<file path="src/rtl/alu_shift_pkg.sv">
// Purpose : shared op-code constants and op decode helper for the pipelined barrel shifter.
// Latency : n/a (package only).
// Backpressure : n/a (package only).
//
// Op encoding: bit0 = direction (1 = right), bit1 = arithmetic fill (right shifts only),
// bit2 = rotate (bit1 ignored). 3'b010 decodes as a plain left shift.
package alu_shift_pkg;

    localparam logic [2:0] OP_SLL = 3'b000;
    localparam logic [2:0] OP_SRL = 3'b001;
    localparam logic [2:0] OP_SRA = 3'b011;
    localparam logic [2:0] OP_ROL = 3'b100;
    localparam logic [2:0] OP_ROR = 3'b101;

    typedef struct packed {
        logic right;   // 1 = shift/rotate towards LSB
        logic arith;   // sign fill; only ever set for SRA
        logic rotate;  // wrap shifted-out bits to the other end
    } op_flags_t;

    function automatic op_flags_t op_flags(input logic [2:0] op);
        op_flags_t f;
        f.right  = op[0];
        f.rotate = op[2];
        // Arithmetic fill is only meaningful for a non-rotating right shift.
        f.arith  = (op == OP_SRA);
        return f;
    endfunction

endpackage

</file>
<file path="src/rtl/shift_stage.sv">
// Purpose : one logarithmic level of the barrel shifter (shift/rotate by 2^K) plus its pipeline register.
// Latency : 1 cycle.
// Backpressure : holds all contents while i_advance is low; i_flush clears only the valid bit.
//
// Ports: clk/reset (sync, active-high); i_advance, i_flush control; i_* is the incoming
// operation (valid, op, full shift amount, sign fill bit, data, tag); o_* is the registered
// copy after this level has been applied.
module shift_stage
    import alu_shift_pkg::*;
#(
    parameter int WIDTH = 32,
    parameter int TAG_W = 5,
    parameter int SHW   = 5,
    parameter int K     = 0
) (
    input  logic             clk,
    input  logic             reset,
    input  logic             i_advance,
    input  logic             i_flush,
    input  logic             i_vld,
    input  logic [2:0]       i_op,
    input  logic [SHW-1:0]   i_shamt,
    input  logic             i_sign,
    input  logic [WIDTH-1:0] i_data,
    input  logic [TAG_W-1:0] i_tag,
    output logic             o_vld,
    output logic [2:0]       o_op,
    output logic [SHW-1:0]   o_shamt,
    output logic             o_sign,
    output logic [WIDTH-1:0] o_data,
    output logic [TAG_W-1:0] o_tag
);

    localparam int AMT = 1 << K;

    op_flags_t        w_f;
    logic [WIDTH-1:0] w_data;

    logic             r_vld;
    logic [2:0]       r_op;
    logic [SHW-1:0]   r_shamt;
    logic             r_sign;
    logic [WIDTH-1:0] r_data;
    logic [TAG_W-1:0] r_tag;

    // i_sign is the original operand MSB already qualified by SRA, so it is the
    // correct fill at every level regardless of what earlier levels did to the MSB.
    always_comb begin
        w_f    = op_flags(i_op);
        w_data = i_data;
        if (i_shamt[K]) begin
            if (w_f.rotate) begin
                if (w_f.right) w_data = {i_data[AMT-1:0], i_data[WIDTH-1:AMT]};
                else           w_data = {i_data[WIDTH-AMT-1:0], i_data[WIDTH-1:WIDTH-AMT]};
            end else if (w_f.right) begin
                w_data = {{AMT{i_sign}}, i_data[WIDTH-1:AMT]};
            end else begin
                w_data = {i_data[WIDTH-AMT-1:0], {AMT{1'b0}}};
            end
        end
    end

    always_ff @(posedge clk) begin
        if (reset) begin
            r_vld   <= 1'b0;
            r_op    <= '0;
            r_shamt <= '0;
            r_sign  <= 1'b0;
            r_data  <= '0;
            r_tag   <= '0;
        end else begin
            if (i_advance) begin
                r_vld   <= i_vld & ~i_flush;
                r_op    <= i_op;
                r_shamt <= i_shamt;
                r_sign  <= i_sign;
                r_data  <= w_data;
                r_tag   <= i_tag;
            end else if (i_flush) begin
                r_vld   <= 1'b0;
            end
        end
    end

    assign o_vld   = r_vld;
    assign o_op    = r_op;
    assign o_shamt = r_shamt;
    assign o_sign  = r_sign;
    assign o_data  = r_data;
    assign o_tag   = r_tag;

endmodule

</file>
<file path="src/rtl/alu_shift_pipe.sv">
// Purpose : pipelined barrel shifter (SLL/SRL/SRA/ROL/ROR) with a tag carried alongside each op.
// Latency : SHW cycles from accept to out_valid, one op per cycle.
// Backpressure : whole pipe stalls (bubbles kept) while out_valid & !out_ready; in_ready = advance.
//
// Ports: clk, reset (sync, active-high), flush (sync, drops in-flight ops);
// in_valid/in_ready/in_op/in_shamt/in_data/in_tag input handshake;
// out_valid/out_ready/out_data/out_tag result handshake.
module alu_shift_pipe
    import alu_shift_pkg::*;
#(
    parameter  int WIDTH = 32,
    parameter  int TAG_W = 5,
    localparam int SHW   = $clog2(WIDTH)
) (
    input  logic             clk,
    input  logic             reset,
    input  logic             flush,
    input  logic             in_valid,
    output logic             in_ready,
    input  logic [2:0]       in_op,
    input  logic [SHW-1:0]   in_shamt,
    input  logic [WIDTH-1:0] in_data,
    input  logic [TAG_W-1:0] in_tag,
    output logic             out_valid,
    input  logic             out_ready,
    output logic [WIDTH-1:0] out_data,
    output logic [TAG_W-1:0] out_tag
);

    op_flags_t        w_in_f;
    logic             w_advance;

    // Index k feeds stage k; index SHW is the last stage's register.
    logic             w_vld   [SHW+1];
    logic [2:0]       w_op    [SHW+1];
    logic [SHW-1:0]   w_shamt [SHW+1];
    logic             w_sign  [SHW+1];
    logic [WIDTH-1:0] w_data  [SHW+1];
    logic [TAG_W-1:0] w_tag   [SHW+1];

    logic             w_unused_tail;

    assign w_advance = ~out_valid | out_ready;
    assign in_ready  = w_advance;

    assign w_in_f     = op_flags(in_op);
    assign w_vld[0]   = in_valid;
    assign w_op[0]    = in_op;
    assign w_shamt[0] = in_shamt;
    // Capture the sign once at entry so every level fills with the original MSB.
    assign w_sign[0]  = w_in_f.arith & in_data[WIDTH-1];
    assign w_data[0]  = in_data;
    assign w_tag[0]   = in_tag;

    for (genvar k = 0; k < SHW; k++) begin : g_stage
        shift_stage #(
            .WIDTH (WIDTH),
            .TAG_W (TAG_W),
            .SHW   (SHW),
            .K     (k)
        ) u_stage (
            .clk       (clk),
            .reset     (reset),
            .i_advance (w_advance),
            .i_flush   (flush),
            .i_vld     (w_vld[k]),
            .i_op      (w_op[k]),
            .i_shamt   (w_shamt[k]),
            .i_sign    (w_sign[k]),
            .i_data    (w_data[k]),
            .i_tag     (w_tag[k]),
            .o_vld     (w_vld[k+1]),
            .o_op      (w_op[k+1]),
            .o_shamt   (w_shamt[k+1]),
            .o_sign    (w_sign[k+1]),
            .o_data    (w_data[k+1]),
            .o_tag     (w_tag[k+1])
        );
    end

    assign out_valid = w_vld[SHW];
    assign out_data  = w_data[SHW];
    assign out_tag   = w_tag[SHW];

    // Control fields of the final stage have no consumer.
    assign w_unused_tail = ^{w_op[SHW], w_shamt[SHW], w_sign[SHW]};

endmodule

</file>
<file path="config.mk">
export PLATFORM = sky130hd
export DESIGN_NAME = alu_shift_pipe
export DESIGN_NICKNAME = d
export VERILOG_FILES = /design/src/rtl/alu_shift_pkg.sv /design/src/rtl/shift_stage.sv /design/src/rtl/alu_shift_pipe.sv
export SDC_FILE = /design/constraint.sdc
export NUM_CORES = 1
export LEC_CHECK = 0
export BUFFER_PORTS_ARGS = -buffer_cell sky130_fd_sc_hd__buf_2
export CAP_MARGIN = 20
export CELL_PAD_IN_SITES_DETAIL_PLACEMENT = 1
export CELL_PAD_IN_SITES_GLOBAL_PLACEMENT = 1
export CORE_ASPECT_RATIO = 0.9
export CORE_UTILIZATION = 35
export CTS_CLUSTER_DIAMETER = 50
export CTS_CLUSTER_SIZE = 25
export DETAILED_ROUTE_END_ITERATION = 16
export PLACE_DENSITY_LB_ADDON = 0.25
export RECOVER_POWER = 25
export SLEW_MARGIN = 40
export SYNTH_ARGS = -nofsm -noshare
export SYNTH_HDL_FRONTEND = slang
export SYNTH_HIERARCHICAL = 1
export SYNTH_SLANG_ARGS = --single-unit
</file>
<file path="constraint.sdc">
create_clock -name clk -period 1.7 [get_ports clk]
set_input_delay 0.085 -clock clk [delete_from_list [all_inputs] [get_ports clk]]
set_output_delay 0.085 -clock clk [all_outputs]
set_load 0.02 [all_outputs]
</file>
# After elaboration in Yosys (flattened, before gate mapping)

Index checks and enable logic that the tools add are counted.
W data, S select, Z words.

Flip-flop bits (word level): 226
Output and inout port bits: 39
Word-level logic and storage cells: 63

Equal/unequal tests: 1
Muxes and demuxes: 25
Bitwise logic cells: 9
Reductions and logical operators: 1

Operators with widths:

| operator             | number |
|---|---|
| $mux W32             | 19 |
| $and A1 B1 Y1        | 6 |
| $mux W1              | 6 |
| $eq A3 B2 Y1 const B | 1 |
| $not A1 Y1           | 2 |
| $reduce_bool A2 Y1   | 1 |
| $or A1 B1 Y1         | 1 |

# Longest topological paths before layout

Depth after elaboration: 5
Mapped depth: 7
Depth with buffers taken out: 4

# Cells and area by module

The synthesis kept the hierarchy.

Modules (own cells, without submodules):

| module                            | instances | cells an instance | area an instance (um^2) | sequential area each (um^2) |
|---|---|---|---|---|
| shift_stage at g_stage[2].u_stage | 1         | 267               | 2573.7                  | 940.9 |
| shift_stage at g_stage[0].u_stage | 1         | 264               | 2527.4                  | 940.9 |
| shift_stage at g_stage[1].u_stage | 1         | 262               | 2517.4                  | 940.9 |
| shift_stage at g_stage[3].u_stage | 1         | 252               | 2511.2                  | 940.9 |
| shift_stage at g_stage[4].u_stage | 1         | 198               | 1923.1                  | 940.9 |
| alu_shift_pipe                    | 1         | 2                 | 16.3                    | 0.0 |

# Worst setup path after synthesis

OpenSTA, ideal clock, no wires.

Kind: register to register
From: register g_stage[4].u_stage.r_vld
To: register g_stage[4].u_stage.r_data[10]
Library setup time: 0.128 ns
Arrival: 1.732 ns
Slack: -0.160 ns
Cell stages (with the launch flop): 8
Path buffers: 3
Clock period less this slack: 1.860 ns
Cells stage by stage: dfxtp_1 nand2b_1 buf_6 nor2b_1 buf_2 buf_6 a222oi_1 nor2_1

Word-level cells in the longest chain between the ends: 2

Ends and longest elaborated chain:

| what                   | RTL line             | RTL |
|---|---|---|
| start, declared        | shift_stage.sv:39    | `logic r_vld;` |
| start signal, assigned | shift_stage.sv:73    | `r_vld <= i_vld & ~i_flush;` |
| $not A1 Y1             | alu_shift_pipe.sv:43 | `assign w_advance = ~out_valid \| out_ready;` |
| $or A1 B1 Y1           | alu_shift_pipe.sv:43 |  |
| net in_ready           | alu_shift_pipe.sv:19 | `output logic in_ready,` |
| end signal, assigned   | shift_stage.sv:77    | `r_data <= w_data;` |
| end, declared          | shift_stage.sv:43    | `logic [WIDTH-1:0] r_data;` |

The timed path passes the listed nets, and every way through them passes these cells.
A chain may end at the register's enable or synchronous reset.

# Worst setup path after layout

From: register g_stage[4].u_stage.r_vld
To: output in_ready

Word-level cells in the longest chain between the ends: 2

Ends and longest elaborated chain:

| what          | RTL line |
|---|---|
| $not A1 Y1    | alu_shift_pipe.sv:43 |
| $or A1 B1 Y1  | alu_shift_pipe.sv:43 |
| end, declared | alu_shift_pipe.sv:19 |

Every way passes these cells.

==> results.sh <==
export IMPL_cts_root_buffer_cell="clkbuf_16"
export IMPL_start_util_pct=35.51
export IMPL_critPathTopFamily="buffers and inverters"
export IMPL_grt_max_degree=84
export IMPL_wl_per_cell_um=18.07
export IMPL_netlist_area_um2=11290
export IMPL_holdWs_ns=0.01397
export IMPL_diodes=0
export IMPL_cts_buffers=31
export IMPL_cts_htree_levels=1
export IMPL_dpl_hpwl_um=20730
export IMPL_tightest_slew_ns=0.6676
export IMPL_min_path_type="input pin to register"
export IMPL_vias_per_cell=5.271
export IMPL_powerDensity_nw_per_um2=1023
export IMPL_clock_sinks=212
export IMPL_fp_coreArea_um2=31810
export IMPL_cp_required_ns=1.62
export IMPL_layout_drive_gt1_share_pct=23.53
export IMPL_die_h_um=172.4
export IMPL_hold_start="in_data[25]"
export IMPL_drt_iter0_drc=493
export IMPL_hold_depth=4
export IMPL_reg2reg_from="g_stage[4].u_stage/o_vld"
export IMPL_postRouteAntennaNets=0
export IMPL_min_period_ns=1.679
export IMPL_grt_pass1_vias=8907
export IMPL_worst_setup_path_end_kind="primary output"
export IMPL_io_pins=89
export IMPL_cts_tree="done"
export IMPL_clk_pin_slew_ns=0.06
export IMPL_utilization_pct=41.86
export IMPL_reg2reg_slack_ns=0.08
export IMPL_drc=0
export IMPL_grt_overflow=0
export IMPL_seq_area_um2=4247
export IMPL_reg2reg_depth=6
export IMPL_vias=8935
export IMPL_grt_pass1_wl_um=49450
export IMPL_gp_congestion=0.8064
export IMPL_rsz0062_at_grt="yes"
export IMPL_slew_headroom_pct=55.29
export IMPL_outcome="complete, no violations"
export IMPL_critPathBufInv=2
export IMPL_vdd_ir_drop_max_mv=0.7931
export IMPL_yosysWarnings=6
export IMPL_portBuffers=88
export IMPL_maxSlewViolCount=0
export IMPL_drv_cap=0
export IMPL_netlist_instances=1176
export IMPL_grtUsageTotal_pct=18.48
export IMPL_worstPathArrival_ns=1.59
export IMPL_synth_area_per_cell_um2=9.604
export IMPL_p_leak_nw=5.541
export IMPL_skew_ns=0.03449
export IMPL_dr_pass1_iters=5
export IMPL_clock_latency_ns=0.57
export IMPL_critPathLaunchType="register"
export IMPL_num_nets_final=1304
export IMPL_syn_nets=1226
export IMPL_setup_violations=0
export IMPL_dieArea_um2=32990
export IMPL_antenna_found_initial=0
export IMPL_fmax_ghz=0.5957
export IMPL_crit_path_top_delay_cell="dfxtp_1"
export IMPL_setup_tns_ns=0
export IMPL_rows=62
export IMPL_wl_um=30630
export IMPL_finalCritPeriodShare_pct=98.75
export IMPL_area_delta_synth_final_pct=17.88
export IMPL_holdPathEnd="g_stage[0].u_stage/o_data[25]"
export IMPL_die_w_um=191.4
export IMPL_multiInputGateArea_um2=6052
export IMPL_cpPeakStageDelay_ns=0.40
export IMPL_hold_violations=0
export IMPL_clock_path_buffers=3
export IMPL_crit_chain="nand2b_4 > buf_16 > buf_8"
export IMPL_cp_max_fo=83
export IMPL_n_fill_cell=3611
export IMPL_worstSetupPathType="register to primary output"
export IMPL_rr_endpoint="g_stage[2].u_stage/o_data[30]"
==> cells in the final DEF, fill, tap and decap left out, types with 3 or more instances in the layout <==
cell type        n
inv_6            6
a222oi_1        16
bufinv_16        4
nand3_1          3
o21ai_1          8
nand2_1         19
a211oi_2         4
clkbuf_8         3
clkbuf_16       31
clkinv_2         4
a31o_2           5
a21o_1          98
or3b_1           8
dlygate4sd3_1   41
clkinv_4         5
o221ai_2         5
clkinvlp_4       4
mux2i_1        151
nand3b_1         5
a211oi_1         8
a22o_1          16
or3b_2           6
o221ai_1         7
a21oi_1         20
a221oi_1        10
nand2b_1       113
nor3_1           9
buf_12          14
nor2_1          89
o21ai_0         96
o32ai_1          8
inv_1           20
a21oi_2         85
buf_2           86
dfxtp_1        210
buf_4           14
a31oi_1         17
==> worst reg2reg max path, cell delays in order, from the launching register on <==
cell	delay (ns)
dfxtp_1	0.35
nand2b_4	0.15
buf_12	0.16
buf_12	0.25
or3b_1	0.40
o221ai_1	0.09
a211oi_1	0.07
==> where the power goes <==
part / switching [mW] / internal [mW]
clock network: 2.58 / 4.11
registers: 0.325 / 5.24
logic: 0.707 / 0.672
total: 3.61 / 10.0
==> worst max path at each step <==
stage,from,end,cells past startpoint
CTS,g_stage[4].u_stage/o_vld,in_ready,3
floorplan,g_stage[4].u_stage/o_vld,g_stage[4].u_stage/o_data[10],7
detailed placement,g_stage[4].u_stage/o_vld,g_stage[4].u_stage/o_data[28],5
global placement,g_stage[4].u_stage/o_vld,g_stage[4].u_stage/o_data[7],4
global route,g_stage[4].u_stage/o_vld,in_ready,3
finish,g_stage[4].u_stage/o_vld,in_ready,3
==> layout make-up <==
class                      instances  share of cell area (%)
clock inverter                    24                   2.152
sequential                       212                   31.90
inverter                          21                  0.6108
timing repair buffer             161                   9.915
clock buffer                      34                   6.061
multi-input combinational        827                   45.46
tap                              416                   3.909
==> metal layers <==
layer	share of wire (%)	routed length, um	global-route usage, %
met5	0	0	0
met4	1.4	443	4.072
met3	3.0	912	2.639
met2	46	14000	30.70
met1	50	15280	25.22
==> what timing repair did <==
item	4_1_cts	5_1_grt
gates resized for setup	3	5
setup endpoints to repair	2	43
setup buffers	0	1
cloned	0	0
hold buffers	41	0
endpoints found under the hold margin	65	0
pin swaps	1	1
==> stage by stage <==
| stage | setup WS (ns) | std cells | total power [mW] | instance area [um^2] |
|---|---|---|---|---|
| floorplan | 0.02339 | 1176 | 6.561 | 11300 |
| global placement | -0.03439 | 1595 | 6.940 | 11760 |
| detailed placement | 0.02741 | 1595 | 6.973 | 11760 |
| CTS | 0.02962 | 1694 | 13.81 | 13280 |
| global route | -0.02158 | 1695 | 14.20 | 13310 |
| finish | 0.02120 | 1695 | 13.62 | 13310 |
==> registers in the layout (all words and copies together) (netlist names) <==
signal / cells
g_stage.u_stage/o_data: 160
g_stage.u_stage/o_op: 8
g_stage.u_stage/o_shamt: 10
g_stage.u_stage/o_sign: 4
g_stage.u_stage/o_tag: 25
g_stage.u_stage/o_vld: 5
No activity file was read; power rests on OpenSTA's default activity.
